File: config.mk
export PLATFORM = sky130hd
export DESIGN_NAME = sa_skew_sr
export DESIGN_NICKNAME = d
export VERILOG_FILES = /design/src/rtl/sa_skew_sr.sv
export SDC_FILE = /design/constraint.sdc
export NUM_CORES = 1
export LEC_CHECK = 0
export CORE_ASPECT_RATIO = 0.6
export CORE_UTILIZATION = 49
export DETAILED_ROUTE_END_ITERATION = 10
export GPL_ROUTABILITY_DRIVEN = 0
export MAX_ROUTING_LAYER = met4
export PLACE_DENSITY = 0.78
export SYNTH_ARGS = -nofsm -noshare
export SYNTH_HDL_FRONTEND = slang
export SYNTH_SLANG_ARGS = --single-unit
File: constraint.sdc
create_clock -name clk -period 3.54 [get_ports clk]
set_input_delay 1.062 -clock clk [delete_from_list [all_inputs] [get_ports clk]]
set_output_delay 1.062 -clock clk [all_outputs]
set_load 0.01 [all_outputs]
File: src/rtl/sa_skew_sr.sv
// sa_skew_sr: multi-lane skew delay line (lane k delayed BASE+STEP*idx(k)) with stall, flush and occupancy count.
// Define SA_SKEW_SR_DATA_RST_EN to also reset the data registers to zero.
module sa_skew_sr #(
    parameter int unsigned WIDTH    = 16,
    parameter int unsigned CHANNELS = 4,
    parameter int unsigned BASE     = 1,
    parameter int unsigned STEP     = 1,
    parameter int unsigned REVERSE  = 0,
    localparam int unsigned DMAX    = BASE + STEP * (CHANNELS - 1),
    localparam int unsigned CW      = $clog2(CHANNELS * DMAX + 1)
) (
    input  logic                      clk,
    input  logic                      rst_n,
    input  logic                      i_en,
    input  logic                      i_flush,
    input  logic [CHANNELS-1:0]       i_vld,
    input  logic [CHANNELS*WIDTH-1:0] i_data,
    output logic [CHANNELS-1:0]       o_vld,
    output logic [CHANNELS*WIDTH-1:0] o_data,
    output logic [CW-1:0]             o_cnt,
    output logic                      o_busy
);

    logic [CW-1:0] cnt_q, cnt_d;

    function automatic logic [CW-1:0] popcnt(input logic [CHANNELS-1:0] v);
        logic [CW-1:0] c;
        c = '0;
        for (int unsigned i = 0; i < CHANNELS; i++) c = c + CW'(v[i]);
        return c;
    endfunction

    for (genvar k = 0; k < CHANNELS; k++) begin : g_lane
        localparam int unsigned IDX = (REVERSE != 0) ? (CHANNELS - 1 - k) : k;
        localparam int unsigned DK  = BASE + STEP * IDX;

        // Only DK stages per lane; stage DK-1 drives the outputs directly.
        logic [DK-1:0]    vld_q, vld_d;
        logic [WIDTH-1:0] dat_q [DK];
        logic [WIDTH-1:0] dat_d [DK];

        always_comb begin
            vld_d = vld_q;
            if (i_flush) begin
                vld_d = '0;
            end else if (i_en) begin
                vld_d[0] = i_vld[k];
                for (int unsigned j = 1; j < DK; j++) vld_d[j] = vld_q[j-1];
            end
        end

        always_comb begin
            dat_d = dat_q;
            if (i_en && !i_flush) begin
                dat_d[0] = i_data[k*WIDTH +: WIDTH];
                for (int unsigned j = 1; j < DK; j++) dat_d[j] = dat_q[j-1];
            end
        end

        always_ff @(posedge clk or negedge rst_n) begin
            if (!rst_n) vld_q <= '0;
            else        vld_q <= vld_d;
        end

`ifdef SA_SKEW_SR_DATA_RST_EN
        always_ff @(posedge clk or negedge rst_n) begin
            if (!rst_n) begin
                for (int unsigned j = 0; j < DK; j++) dat_q[j] <= '0;
            end else begin
                dat_q <= dat_d;
            end
        end
`else
        always_ff @(posedge clk) begin
            dat_q <= dat_d;
        end
`endif

        assign o_vld[k]                  = vld_q[DK-1];
        assign o_data[k*WIDTH +: WIDTH] = dat_q[DK-1];
    end

    // Entries in minus entries leaving through the last stages keeps the count exact.
    always_comb begin
        cnt_d = cnt_q;
        if (i_flush)   cnt_d = '0;
        else if (i_en) cnt_d = cnt_q + popcnt(i_vld) - popcnt(o_vld);
    end

    always_ff @(posedge clk or negedge rst_n) begin
        if (!rst_n) cnt_q <= '0;
        else        cnt_q <= cnt_d;
    end

    assign o_cnt  = cnt_q;
    assign o_busy = (cnt_q != '0);

endmodule

==> impl_table.tex <==
\begin{tabular}{lr}
\hline
Metric & Value \\
\hline
\multicolumn{2}{l}{\textbf{Synthesis}} \\
Synth Net Count & 381 \\
Combinational family with the most area after synthesis & buffers and inverters \\
Yosys Warn Count & 0 \\
Syn Inst Count & 298 \\
Average cell area after synthesis & just over 20 um2 \\
Number of distinct standard cells referenced by the synthesized netlist & 17 \\
Post-synthesis share of cell area spent on full adders, half adders and majority gates & 3.11\% \\
Multiplexer area fraction after synthesis & about 2.5\% \\
Register bit total from synthesis & $\sim$180 \\
Fraction of synthesized cell area in xor and xnor cells & less than 1\% \\
Mapped cell area & 0.00611 mm2 \\
Compound-gate portion of the synthesized area & 0.389\% \\
Fraction of the yosys area taken by sequential cells & 84.7\% \\
Simple-gate portion of the synthesized area & 1.41\% \\
\multicolumn{2}{l}{\textbf{Timing}} \\
Worst slew margin relative to its limit & 51.5\% \\
Hold WS & $\sim$420 ps \\
Slew Limit Fails & 0 \\
Clock period minus worst slack & 3420 ps \\
Setup TNS & 0 ps \\
Max Clk Rate & slightly below 0.3 GHz \\
RSZ-0062 raised after global routing & false \\
Endpoints failing setup & 0 \\
Share of the clock period used by the worst path after layout & 96.5\% \\
Largest clock skew in the final design & 5.78 ps \\
Hold Violations, Final & 0 \\
Worst-margin pin slew & around 720 ps \\
\multicolumn{2}{l}{\textbf{Clocking}} \\
Post-CTS setup-driven buffer insertion count & 0 \\
Clock transition at path regs & 70 ps \\
CTS root buffer & clkbuf\_16 \\
CTS Buf Count & 17 \\
Number of H-tree levels & 4 \\
Clk\_lat worst skew & 400 ps \\
TritonCTS Sinks & between 150 and 200 \\
Number of buffers on the longest clock path & 2 \\
CTS tree & yes \\
\# hold bufs at CTS & 0 \\
\multicolumn{2}{l}{\textbf{Worst setup path}} \\
Crit path max-delay family & adder cells \\
Required @ worst endpoint & 3830 ps \\
Worst Setup Start Kind & primary input \\
Combined buffer and inverter count along the critical path & 3 \\
Max FO, Critical Path & 2 \\
Kind of critical path & in2reg \\
Worst setup EP type & flip-flop \\
Max stage delay cell, worst path & fa\_1 \\
Delay of the slowest cell on the worst path & around 530 ps \\
Chain of cells forming the critical path & clkbuf\_2, fa\_1, inv\_1, fa\_2, inv\_1, fa\_2, ha\_4, a21o\_1, a21oi\_2, mux2i\_1, mux2\_1 \\
Signal arrival time at the worst endpoint & 3710 ps \\
\multicolumn{2}{l}{\textbf{Pwr}} \\
Power Density & 589 mW/mm2 \\
Leakage power figure & 2.86 nW \\
VDD IR max & 324 uV \\
\multicolumn{2}{l}{\textbf{Finish}} \\
Fraction of layout cells with a size suffix above 1 & 10.4\% \\
Post-synthesis to final-layout area growth & 30.8\% \\
Antenna diode count & 0 \\
Fin nets & 495 \\
\multicolumn{2}{l}{\textbf{Floorplan}} \\
Number of placed I/O pins & 146 \\
DIE AREA & approximately 0.013 mm2 \\
Die span in y & 88.5 um \\
Initial core utilization & 50.5\% \\
Chip width & 146 um \\
Row count & 31 \\
Area inside the core boundary & 0.0121 mm2 \\
\multicolumn{2}{l}{\textbf{Placed design}} \\
HPWL after DPL & just over 6000 um \\
Count of port buffers added during placement & approximately 150 \\
\multicolumn{2}{l}{\textbf{Routing}} \\
Post-detailed-route DRC marker count & 0 \\
Total via count after detailed routing & $\sim$2700 \\
DRC violation total after the first TritonRoute iteration & 170 \\
Vias per std cell & between 4 and 5 \\
Pre-Repair DR Iteration Count & 4 \\
Remaining antenna violation count & 0 \\
Drt total wl & 8930 um \\
Routed length per instance & 15.1 um \\
\multicolumn{2}{l}{\textbf{Global route}} \\
Antenna violations before repair & 0 \\
Largest net degree at the start of global routing & 84 \\
Overflow after GRT & 0 \\
Vias in the first global route & around 2800 \\
Wire length of the first global-routing pass & 14000 um \\
Total global routing track utilization & 15.5\% \\
\multicolumn{2}{l}{\textbf{Run status}} \\
Status & finished clean \\
\multicolumn{2}{l}{\textbf{Hold path}} \\
Min-Delay Path Class & reg2reg \\
\multicolumn{2}{l}{\textbf{Flow run}} \\
Max-cap violations & 0 \\
\hline
\end{tabular}
[through the flow]
stage / cell area (um2) / power, mW / setup WS (ps) / instances / utilization (%)
after global placement: 7440 / 2.98 / -545 / 558 / 61.5
after floorplan: 6150 / 2.77 / -618 / 298 / -
after global routing: 8000 / 4.93 / 19.5 / 590 / 66.1
after detailed placement: 7440 / 3.02 / -635 / 558 / 61.5
final: 8000 / 4.71 / 124 / 590 / 66.1
after CTS: 7990 / 4.76 / 9.72 / 590 / 66.0
[routing by layer]
layer	GRT usage (%)	up-vias	wire length (um)
li1	-	1257	-
met3	6.65	4	828
met4	5.68	0	54
met2	23.6	118	4240
met1	18.6	1326	3820
met5	-	-	0
[placed cells by master, fill, tap and decap left out, types with 2 or more instances in the layout]
cell type        netlist  layout
buf_12                 0       2
buf_4                 54       4
clkbuf_16              0      17
clkbuf_2               0       2
clkdlybuf4s50_1        0     143
dfrtp_1               15      15
edfxtp_1             160     160
fa_1                   7       5
fa_2                   0       2
ha_1                   4       3
inv_1                 16      15
inv_6                  0       5
inv_8                  0       5
mux2i_1               14      14
nand2_1                3       3
nor2_1                15      15
[cell type report]
class / count / area, um2
well taps: 165 / 206
clock buffers: 18 / 429
fillers: 850 / 4100
flip-flops and latches: 175 / 5180
clock inverters: 14 / 125
inverters: 16 / 60.1
multi-input cells: 51 / 485
repair buffers: 151 / 1510
[registers in the layout, indices dropped and copies added (netlist names)]
signal / cells
g_lane.vld_q: 10
g_lane.dat_q: 112
o_cnt: 5
o_data: 48
[worst register-to-register path, delay by kind of cell, from the launching register on]
kind                     cells  cell delay (ps)
buffers and inverters        3              210
flip-flops                   1              370
multiplexers                 2              530
adder cells (fa/ha/maj)      4             1620
AO/OA/AOI/OAI                2              300
[kinds of logic after synthesis]
kind of cell               after synthesis
AOI/OAI and AO/OA                        3
xor gates and xnor gates                 1
adders and majority gates               11
buffers and inverters                   72
DFF                                    175
muxes                                   15
and+or+nand+nor                         21
[where the power goes]
| part | total (mW) | internal (mW) | switching [mW] |
|---|---|---|---|
| clock | 1.73 | 0.931 | 0.795 |
| sequential | 2.42 | 2.38 | 0.0472 |
| combinational | 0.562 | 0.314 | 0.248 |
[synthesized netlist by cell type (all sizes together)]
cell type | number | area share [%]
nor2b | 2 | 0.20
fa | 7 | 2.3
a21oi | 1 | 0.14
dfrtp | 15 | 6.1
xnor2 | 1 | 0.14
edfxtp | 160 | 79
mux2 | 1 | 0.18
nor2 | 15 | 0.92
clkbuf | 2 | 0.12
a211oi | 1 | 0.12
ha | 4 | 0.82
nand2 | 3 | 0.18
a21o | 1 | 0.12
mux2i | 14 | 2.3
inv | 16 | 0.98
buf | 54 | 6.6
nor4 | 1 | 0.10
[what timing repair did]
item	CTS	global route
setup endpoints to repair	2	1
pin swaps	0	5
resized for setup	2	7
[final timing paths]
| check | startpoint | end | slack (ps) | depth (start not counted) |
|---|---|---|---|---|
| worst max-delay path | i_vld[3] | o_cnt[4] | 120 | 11 |
| worst min-delay path | g_lane[3].dat_q[28] | o_data[60] | 420 | 0 |
| worst max register to register | g_lane[1].vld_q[1] | o_cnt[4] | 390 | 11 |
| worst min register to register | g_lane[3].dat_q[28] | o_data[60] | 420 | 0 |
| min in group asynchronous | rst_n | g_lane[1].vld_q[0] | 1090 | 1 |
| max in group asynchronous | rst_n | g_lane[3].vld_q[1] | 1990 | 1 |
Power figures use the tool's default switching activity.
